[config.mk]
export PLATFORM = sky130hd
export DESIGN_NAME = branch_resolve_unit_flat
export DESIGN_NICKNAME = d
export VERILOG_FILES = /design/src/rtl/branch_resolve_unit_if.sv /design/src/rtl/branch_resolve_unit.sv /design/src/flat_wrapper.sv
export SDC_FILE = /design/constraint.sdc
export NUM_CORES = 1
export LEC_CHECK = 0
export BUFFER_PORTS_ARGS = -buffer_cell sky130_fd_sc_hd__buf_4
export CELL_PAD_IN_SITES_DETAIL_PLACEMENT = 2
export CELL_PAD_IN_SITES_GLOBAL_PLACEMENT = 2
export CORE_UTILIZATION = 28
export CTS_BUF_LIST = sky130_fd_sc_hd__clkbuf_4 sky130_fd_sc_hd__clkbuf_8 sky130_fd_sc_hd__clkbuf_16
export DETAILED_ROUTE_END_ITERATION = 10
export PLACE_DENSITY_LB_ADDON = 0.25
export SLEW_MARGIN = 20
export SYNTH_ARGS = -nofsm -noshare
export SYNTH_HDL_FRONTEND = slang
export SYNTH_SLANG_ARGS = --single-unit
[constraint.sdc]
create_clock -name i_clk -period 4.1 [get_ports i_clk]
set_input_delay 0.615 -clock i_clk [delete_from_list [all_inputs] [get_ports i_clk]]
set_output_delay 0.615 -clock i_clk [all_outputs]
set_load 0.01 [all_outputs]
[src/rtl/branch_resolve_unit_if.sv]
// Handshake bundle for the branch resolve unit.
// Upstream ALU side and downstream fetch side.
interface branch_resolve_unit_if #(
  parameter int DW = 64
);
  logic          i_valid;
  logic          o_ready;
  logic [1:0]    i_kind;
  logic          i_flag_we;
  logic          i_alu_z;
  logic          i_alu_n;
  logic [3:0]    i_cond;
  logic [DW-1:0] i_pc;
  logic [DW-1:0] i_offset;
  logic          o_valid;
  logic          i_ready;
  logic          o_taken;
  logic [DW-1:0] o_target;
  logic          o_illegal;
  logic [1:0]    o_flags;

  modport master (
    output i_valid, i_kind, i_flag_we,
    output i_alu_z, i_alu_n, i_cond,
    output i_pc, i_offset, i_ready,
    input  o_ready, o_valid, o_taken,
    input  o_target, o_illegal, o_flags
  );

  modport slave (
    input  i_valid, i_kind, i_flag_we,
    input  i_alu_z, i_alu_n, i_cond,
    input  i_pc, i_offset, i_ready,
    output o_ready, o_valid, o_taken,
    output o_target, o_illegal, o_flags
  );
endinterface

[src/rtl/branch_resolve_unit.sv]
// Branch resolve unit: N/Z flag register, CBZ/CBNZ/B.cond
// evaluation, output register plus one skid entry.
module branch_resolve_unit #(
  parameter int DW = 64
) (
  input logic              i_clk,
  input logic              i_rst,
  branch_resolve_unit_if.slave bus
);

  typedef struct packed {
    logic          taken;
    logic          illegal;
    logic [DW-1:0] target;
  } res_t;

  logic       rdy_q, rdy_d;
  logic [1:0] flags_q, flags_d;
  logic       out_vld_q, out_vld_d;
  res_t       out_q, out_d;
  logic       skid_vld_q, skid_vld_d;
  res_t       skid_q, skid_d;

  logic       accept, deliver;
  logic       cond_ok, cond_hit;
  logic       bad;
  logic       take;
  res_t       res;

  assign accept  = bus.i_valid & rdy_q;
  assign deliver = out_vld_q & bus.i_ready;

  // decode the B.cond field against the flag register {N,Z}
  always_comb begin
    cond_ok  = 1'b1;
    cond_hit = 1'b0;
    case (bus.i_cond)
      4'b0000: cond_hit = flags_q[0];
      4'b0001: cond_hit = ~flags_q[0];
      4'b0100: cond_hit = flags_q[1];
      4'b0101: cond_hit = ~flags_q[1];
      4'b1011: cond_hit = flags_q[1];
      4'b1010: cond_hit = ~flags_q[1];
      4'b1110: cond_hit = 1'b1;
      default: cond_ok  = 1'b0;
    endcase
  end

  // resolve taken/target/illegal for the incoming transaction
  always_comb begin
    bad  = 1'b0;
    take = 1'b0;
    case (bus.i_kind)
      2'b01:   take = bus.i_alu_z;
      2'b10:   take = ~bus.i_alu_z;
      2'b11: begin
        bad  = bus.i_flag_we | ~cond_ok;
        take = ~bad & cond_hit;
      end
      default: take = 1'b0;
    endcase
    res.taken   = take;
    res.illegal = bad;
    res.target  = take ? bus.i_pc + (bus.i_offset << 2)
                       : bus.i_pc + DW'(4);
  end

  // next state of flags, output register and skid entry
  always_comb begin
    flags_d    = flags_q;
    out_vld_d  = out_vld_q;
    out_d      = out_q;
    skid_vld_d = skid_vld_q;
    skid_d     = skid_q;
    if (accept && bus.i_flag_we && bus.i_kind != 2'b11)
      flags_d = {bus.i_alu_n, bus.i_alu_z};
    if (skid_vld_q) begin
      if (deliver) begin
        out_d      = skid_q;
        skid_vld_d = 1'b0;
      end
    end else if (!out_vld_q || deliver) begin
      out_vld_d = accept;
      if (accept)
        out_d = res;
    end else if (accept) begin
      skid_vld_d = 1'b1;
      skid_d     = res;
    end
    rdy_d = ~skid_vld_d;
  end

  // state registers, synchronous reset discards everything
  always_ff @(posedge i_clk) begin
    if (i_rst) begin
      rdy_q      <= 1'b1;
      flags_q    <= 2'b00;
      out_vld_q  <= 1'b0;
      out_q      <= '0;
      skid_vld_q <= 1'b0;
      skid_q     <= '0;
    end else begin
      rdy_q      <= rdy_d;
      flags_q    <= flags_d;
      out_vld_q  <= out_vld_d;
      out_q      <= out_d;
      skid_vld_q <= skid_vld_d;
      skid_q     <= skid_d;
    end
  end

  assign bus.o_ready   = rdy_q;
  assign bus.o_valid   = out_vld_q;
  assign bus.o_taken   = out_q.taken;
  assign bus.o_illegal = out_q.illegal;
  assign bus.o_target  = out_q.target;
  assign bus.o_flags   = flags_q;

endmodule

[src/flat_wrapper.sv]
// flat-port wrapper written by rule: the top's interface ports become plain ports
module branch_resolve_unit_flat 
#(
  parameter int DW = 64
)
  (i_clk, i_rst, bus_i_valid, bus_i_kind, bus_i_flag_we, bus_i_alu_z, bus_i_alu_n, bus_i_cond, bus_i_pc, bus_i_offset, bus_i_ready, bus_o_ready, bus_o_valid, bus_o_taken, bus_o_target, bus_o_illegal, bus_o_flags);
  branch_resolve_unit_if #(.DW(DW)) bus_i ();
  input logic i_clk;
  input logic i_rst;
  input wire logic [$bits(bus_i.i_valid)-1:0] bus_i_valid;
  input wire logic [$bits(bus_i.i_kind)-1:0] bus_i_kind;
  input wire logic [$bits(bus_i.i_flag_we)-1:0] bus_i_flag_we;
  input wire logic [$bits(bus_i.i_alu_z)-1:0] bus_i_alu_z;
  input wire logic [$bits(bus_i.i_alu_n)-1:0] bus_i_alu_n;
  input wire logic [$bits(bus_i.i_cond)-1:0] bus_i_cond;
  input wire logic [$bits(bus_i.i_pc)-1:0] bus_i_pc;
  input wire logic [$bits(bus_i.i_offset)-1:0] bus_i_offset;
  input wire logic [$bits(bus_i.i_ready)-1:0] bus_i_ready;
  output wire logic [$bits(bus_i.o_ready)-1:0] bus_o_ready;
  output wire logic [$bits(bus_i.o_valid)-1:0] bus_o_valid;
  output wire logic [$bits(bus_i.o_taken)-1:0] bus_o_taken;
  output wire logic [$bits(bus_i.o_target)-1:0] bus_o_target;
  output wire logic [$bits(bus_i.o_illegal)-1:0] bus_o_illegal;
  output wire logic [$bits(bus_i.o_flags)-1:0] bus_o_flags;
  assign bus_i.i_valid = bus_i_valid;
  assign bus_i.i_kind = bus_i_kind;
  assign bus_i.i_flag_we = bus_i_flag_we;
  assign bus_i.i_alu_z = bus_i_alu_z;
  assign bus_i.i_alu_n = bus_i_alu_n;
  assign bus_i.i_cond = bus_i_cond;
  assign bus_i.i_pc = bus_i_pc;
  assign bus_i.i_offset = bus_i_offset;
  assign bus_i.i_ready = bus_i_ready;
  assign bus_o_ready = bus_i.o_ready;
  assign bus_o_valid = bus_i.o_valid;
  assign bus_o_taken = bus_i.o_taken;
  assign bus_o_target = bus_i.o_target;
  assign bus_o_illegal = bus_i.o_illegal;
  assign bus_o_flags = bus_i.o_flags;
  branch_resolve_unit #(.DW(DW)) u_core (.i_clk(i_clk), .i_rst(i_rst), .bus(bus_i));
endmodule
==> results_dict.tcl, run 1 <==
set metrics [dict create \
    violations "negative setup slack" \
    grt_use_total 0.3003 \
    async_flop_share 0 \
    start_util 0.2851 \
    grt_pass1_vias 13590 \
    grt.overflow.total 0 \
    core_area_um2 33530 \
    drive_gt1_frac 0.4867 \
    synth_top_cell_by_area "dfxtp_1" \
    hold_path_class "in -> reg" \
    maxClockFrequency_mhz 216.3 \
    cts.sinks 137 \
    synth_top_area_frac 0.2869 \
    drc 0 \
    layout.nets 1918 \
    hold_buffers 0 \
    synth-warning-count 0 \
    setup_viol 85 \
    clockBufferDepth 2 \
    grt_max_degree 76 \
    ant_nets 0 \
    post-route-period-util 1.128 \
    drv_slew 0 \
    hold_slack_ns 0.3995 \
    dr.pass1.iters 4 \
    cts_buffers 17 \
    die_area_um2 34890 \
    fillers 3636 \
    area_delta_synth_final_pct 72.05 \
    relSlewSlack 0.2877 \
    cap_violations 0 \
    rsz0062_at_grt "true" \
    cp.arrival_ns 5.00 \
    grt_antenna_before_repair 0 \
    worst_slew_pin_slew_ns 1.068 \
    place.gp.congestion 0.8384 \
    dpl.hpwl_um 32330 \
    synth-seq-cells 137 \
    reg2regPathDepth 22 \
    hold_depth 3 \
    vdd_drop_max_mv 0.3615 \
    synth_seq_area_share 0.2869 \
    syn_area_um2 9560 \
    viasPerCell 5.825 \
    synth_top_family_by_area "compound AO/OA/AOI/OAI gates" \
    synth_cells 1288 \
    synth-xor-area-share 0.05497 \
    synth-adder-area-share 0.08193 \
    num_antenna_cells 0 \
    routed_wl_um 65230 \
    syn_avg_cell_area_um2 7.423 \
    synth-main-ff-cell "dfxtp_1" \
    crit_type "in -> reg" \
    synth-compound-area-share 0.2731 \
    clk_pin_slew_ns 0.07 \
    grt_pass1_wl_um 81160 \
    num_vias 12680 \
    post_drt_wl_per_cell_um 29.98 \
    htreeDepth 4 \
    end_kind "register" \
    hold_viol_final 0 \
    drt_iter0_markers 878 \
    cp-start-kind "primary input" \
    synth.area.mux_share 0.02408 \
    rows 67 \
    numPortBuffers 208 \
    cts_tree "done" \
    worstPathRequired_ns 4.47 \
    place_ws_ns -1.000 \
    worst-path-max-fanout 7 \
    fin_area_um2 16450 \
    synth_area_leaders "dfxtp_1 29%, a21oi_1 8.8%, ha_1 8.0%" \
    powerDensity_nw_per_um2 332.2 \
    tns_ns -20.98 \
    dpl_cell_area_um2 13150 \
    clk-insertion-delay-late_ns 0.47 \
    synthSimpleGateAreaFrac 0.2340 \
    yosysUniqueCellTypes 72 \
    fin_crit_ns 4.624 \
    synth_edf_count 0 \
    setup_slack_ns -0.5241 \
    die_x_um 186.8 \
    cts_root_buf "clkbuf_16" \
    ios 211 \
    fin_skew_ns 0.01616 \
    die_h_um 186.8 \
    status "complete, but fails checks" \
    synth_nets 1491 \
    leakage_nw 7.066 \
]
## sequential cells by signal (all words and copies together), names as in the netlist
signal                cells
u_core.bus.o_flags        2
u_core.bus.o_illegal      1
u_core.bus.o_ready        1
u_core.bus.o_taken        1
u_core.bus.o_target      64
u_core.bus.o_valid        1
u_core.skid_q            66
u_core.skid_vld_q         1
## worst paths after layout
check,start,end,slack [ns]
worst max register to register,u_core.bus.o_flags[0]$_SDFFE_PP0P_,u_core.skid_q[50]$_SDFFE_PP0P_,-0.48
worst min register to register,u_core.skid_q[0]$_SDFFE_PP0P_,u_core.skid_q[0]$_SDFFE_PP0P_,0.46
worst max-delay path,bus_i_cond[1],u_core.skid_q[50]$_SDFFE_PP0P_,-0.52
worst min-delay path,bus_i_alu_n,u_core.bus.o_flags[1]$_SDFFE_PP0P_,0.40
## cell type report
class,count,area [um^2],share of cell area
clock inverter,10,142.6,0.008672
multi-input combinational,1042,8482,0.5157
clock buffer,22,481.7,0.02929
timing repair buffer,500,3974,0.2416
sequential,137,2744,0.1668
inverter,17,63.81,0.003880
tap,448,560.5,0.03408
## what timing repair did
action | in CTS | in global routing
cloned | 2 | 0
gates resized for setup | 146 | 277
pin swaps | 58 | 109
buffers inserted | 30 | 39
endpoints found under the setup margin | 75 | 100
## cell usage in the layout (no fill, tap or decap), types with 12 or more instances in the layout
master / netlist / final
xnor2_2: 0 / 15
nand2_2: 2 / 27
nand3_1: 25 / 16
nor2b_1: 65 / 42
inv_1: 17 / 15
a21o_1: 36 / 35
buf_6: 0 / 36
ha_1: 61 / 41
xor2_1: 26 / 13
ha_4: 0 / 15
nor2_1: 90 / 77
nor3_1: 27 / 18
a21oi_1: 169 / 107
nor2b_4: 0 / 13
dfxtp_1: 137 / 136
nand2_1: 202 / 174
xnor2_1: 34 / 12
a211oi_1: 29 / 21
a21oi_4: 0 / 14
o21ai_0: 73 / 55
buf_4: 0 / 457
nand4_1: 16 / 16
clkbuf_16: 0 / 17
a21oi_2: 3 / 51
mux2i_1: 23 / 19
## Yosys cell counts, types with 2 or more instances
library cell  count
o21bai_1         10
buf_1            10
or4_1             3
xnor2_1          34
mux2i_1          23
o41ai_2           2
or2_2             6
a21o_1           36
or3_1             8
inv_1            17
a21oi_2           3
clkbuf_1         65
and4_1            2
nand2_2           2
o311ai_1          2
a221oi_1          2
ha_1             61
nor3_1           27
and2_1            9
nor4_1            5
o31ai_1           7
buf_2            16
nand2_1         202
o211ai_1         10
a21oi_1         169
nand2b_1          9
o22ai_1           2
nor2_1           90
o21ai_1           9
nand3_1          25
a31oi_1          17
nand4_1          16
nor2b_1          65
a211oi_1         29
a21boi_0          4
o21ai_0          73
xor2_1           26
a311oi_1          9
o221ai_1          2
a211o_1           2
o21a_1            9
dfxtp_1         137
o2111ai_1         4
## kinds of logic after synthesis
kind of cell / after synthesis
and+or+nand+nor: 478
AOI/OAI and AO/OA: 419
DFF: 137
buffers and inverters: 109
adders and majority gates: 62
xor gates and xnor gates: 60
muxes: 23
## through the flow
stage / utilization / total power, mW / std cells
finish: 0.4905 / 5.465 / 2176
global route: 0.4905 / 5.597 / 2176
CTS: 0.4416 / 4.943 / 2144
detailed placement: 0.3922 / 3.075 / 2082
global placement: 0.3922 / 3.011 / 2082
floorplan: - / 2.290 / 1288
## where the power goes
part / internal [mW] / switching [mW] / leakage (nW) / total (mW)
clock network: 1.02 / 0.722 / 0.307 / 1.74
registers: 1.44 / 0.0826 / 1.12 / 1.52
logic: 0.934 / 1.27 / 5.64 / 2.20
total: 3.39 / 2.07 / 7.07 / 5.46
## critical path: stages
cell and delay (ns):
buf_8 0.10, or2_4 0.27, o221ai_2 0.19, o21a_1 0.16, o21ai_2 0.07, a21oi_2 0.19
a31oi_4 0.06, buf_12 0.15, buf_12 0.13, buf_16 0.15, nor2b_1 0.14, ha_1 0.23
buf_4 0.19, nand4_1 0.14, o22a_1 0.29, and2_1 0.25, a311oi_4 0.45, o41ai_4 0.13
buf_6 0.17, buf_6 0.13, o31ai_4 0.17, xor2_1 0.25, nand2_1 0.14, a21oi_1 0.23
## routing by layer
layer  vias to the layer above  GRT usage  share of wire
met5                         -          0              0
met4                         0     0.1375          0.053
met3                       222    0.04740          0.050
met2                       571     0.5336           0.49
met1                      6465     0.3530           0.41
li1                       5417          -              -
No activity file was read; power rests on OpenSTA's default activity.
==> run 2: changes to the inputs <==
--- a/config.mk
+++ b/config.mk
@@ -8,6 +8,7 @@
 export BUFFER_PORTS_ARGS = -buffer_cell sky130_fd_sc_hd__buf_4
 export CELL_PAD_IN_SITES_DETAIL_PLACEMENT = 2
 export CELL_PAD_IN_SITES_GLOBAL_PLACEMENT = 2
+export CORE_ASPECT_RATIO = 2
 export CORE_UTILIZATION = 28
 export CTS_BUF_LIST = sky130_fd_sc_hd__clkbuf_4 sky130_fd_sc_hd__clkbuf_8 sky130_fd_sc_hd__clkbuf_16
 export DETAILED_ROUTE_END_ITERATION = 10
==> run 2 against run 1 <==
Effect of this change:
- critical path depth rose by 1
- worst setup slack got worse by 0.16 ns
- the run still ends with negative setup slack left
- clock skew rose by 0.0019 ns
- critical path type unchanged
- critical endpoint is now u_core.skid_q[59]$_SDFFE_PP0P_
- utilization shrank 1.1 points
- largest cell class unchanged
- final area down 2.0%
- routed wire length fell by 3.3%
- highest routed layer unchanged
- cell count fell by 0.46%
==> results_dict.tcl, run 2 (synthesized netlist as in run 1, its figures left out) <==
set metrics [dict create \
    worstPathRequired_ns 4.47 \
    crit_type "in -> reg" \
    final_common_cell "buf_4" \
    fillers 3610 \
    multi_input_area_um2 8113 \
    grt_pass1_wl_um 79920 \
    r2r_slack_ns -0.61 \
    cts_root_buf "clkbuf_16" \
    worst_slew_pin_slew_ns 1.124 \
    grt_use_total 0.3017 \
    die_area_um2 34930 \
    core_area_um2 33640 \
    num_antenna_cells 0 \
    end_kind "register" \
    place_ws_ns -0.9365 \
    leakage_nw 7.037 \
    reg2regPathDepth 22 \
    cp.arrival_ns 5.16 \
    clockBufferDepth 2 \
    dp.cells 2069 \
    layout.nets 1920 \
    startpoint "bus_i_cond[3]" \
    dr.pass1.iters 5 \
    maxClockFrequency_mhz 208.9 \
    timing.rr.start "u_core.bus.o_flags[0]$_SDFFE_PP0P_" \
    grt.overflow.total 0 \
    cp-start-kind "primary input" \
    post-route-period-util 1.168 \
    critPathMaxStageDelay_ns 0.38 \
    post_drt_wl_per_cell_um 29.13 \
    area_delta_synth_final_pct 68.58 \
    grt_pass1_vias 13710 \
    fin_cells 2166 \
    dpl.hpwl_um 33870 \
    ant_nets 0 \
    die_x_um 132.7 \
    hold_depth 3 \
    setup_viol 87 \
    cts_tree "done" \
    hold_viol_final 0 \
    drc 0 \
    start_util 0.2842 \
    drv_slew 0 \
    cts_buffers 17 \
    setup_slack_ns -0.6874 \
    regMostFlops "u_core.skid_q" \
    violations "negative setup slack" \
    critPathMostFrequentCell "buf_4" \
    largest_reg_flops 66 \
    cp_slowest_cell "nand3_1" \
    routed_wl_um 63110 \
    place.gp.congestion 0.8485 \
    relSlewSlack 0.2504 \
    hold_end "u_core.bus.o_flags[1]$_SDFFE_PP0P_" \
    cts.sinks 137 \
    cap_violations 0 \
    hold_path.startpoint "bus_i_alu_n" \
    rsz0062_at_grt "true" \
    grt_max_degree 86 \
    r2r_end "u_core.skid_q[59]$_SDFFE_PP0P_" \
    grt_antenna_before_repair 0 \
    vdd_drop_max_mv 0.3059 \
    drive_gt1_frac 0.4601 \
    die_h_um 263.3 \
    hold_slack_ns 0.4126 \
    ios 211 \
    numPortBuffers 208 \
    fin_crit_ns 4.787 \
    rows 95 \
    seq_area_um2 2746 \
    final_cell_mix "461 x buf_4, 188 x nand2_1, 134 x dfxtp_1" \
    fin_skew_ns 0.01807 \
    clk_pin_slew_ns 0.07 \
    num_vias 12400 \
    viasPerCell 5.726 \
    status "complete, but fails checks" \
    hold_path_class "in -> reg" \
    drt_iter0_markers 641 \
    worst-path-max-fanout 6 \
    htreeDepth 4 \
    clk-insertion-delay-late_ns 0.48 \
    powerDensity_nw_per_um2 335.9 \
]
==> run 2: cell types whose count changed in the layout (fill, tap and decap cells not counted), sizes merged <==
cell,before,now
inv,17,21
buf,500,502
clkinv,6,4
clkbuf,22,21
clkinvlp,1,0
==> run 2: per-stage QoR <==
step	cell area, um^2	utilization	setup TNS [ns]	power (mW)
after floorplan	9657	-	-0.1649	2.290
after global placement	13130	0.3903	-38.79	3.035
after detailed placement	13130	0.3903	-57.89	3.093
after CTS	14870	0.4420	-1.411	5.024
after global routing	16120	0.4791	-35.99	5.553
final	16120	0.4791	-26.86	5.414
==> run 2: worst max-delay path by stage <==
| stage | end | slack, ns | depth (start not counted) |
|---|---|---|---|
| after detailed placement | u_core.skid_q[63]$_SDFFE_PP0P_ | -0.94 | 20 |
| after CTS | u_core.bus.o_target[58]$_SDFFE_PP0P_ | -0.13 | 23 |
| final | u_core.skid_q[59]$_SDFFE_PP0P_ | -0.69 | 25 |
| after floorplan | u_core.bus.o_target[62]$_SDFFE_PP0P_ | -0.09 | 20 |
| after global routing | u_core.bus.o_target[48]$_SDFFE_PP0P_ | -0.80 | 24 |
| after global placement | u_core.bus.o_target[59]$_SDFFE_PP0P_ | -0.82 | 21 |
==> run 2: critical path, delay by kind of cell <==
kind                       cells  cell delay (ns)
buffers and inverters          7             1.04
xor gates and xnor gates       1             0.06
AOI/OAI and AO/OA             10             1.95
and+or+nand+nor                6             1.28
adders and majority gates      1             0.18
==> run 2: layout make-up <==
class	count	area share
clock buffer	21	0.02981
clock inverter	11	0.009859
inverter	17	0.004115
multi-input combinational	1042	0.5034
sequential	137	0.1704
tap	436	0.03385
timing repair buffer	502	0.2486
==> run 2: layer usage <==
metal,vias to the layer above,global-route usage,part of all wire
met5,-,0,0
met4,0,0.2187,0.090
met3,278,0.03755,0.045
met2,507,0.5916,0.53
met1,6205,0.2793,0.33
li1,5413,-,-
==> run 2: report_power, final <==
group | switching, mW | internal, mW | leakage (nW)
sequential | 0.0849 | 1.44 | 1.12
combinational | 1.20 | 0.919 | 5.60
clock | 0.743 | 1.03 | 0.317
total | 2.02 | 3.39 | 7.04
==> run 2: what timing repair did <==
item,4_1_cts,5_1_grt
setup buffers,37,33
gates resized for setup,155,197
gates cloned,2,0
hold buffers,0,0
setup endpoints to repair,74,102
pin swaps,74,117
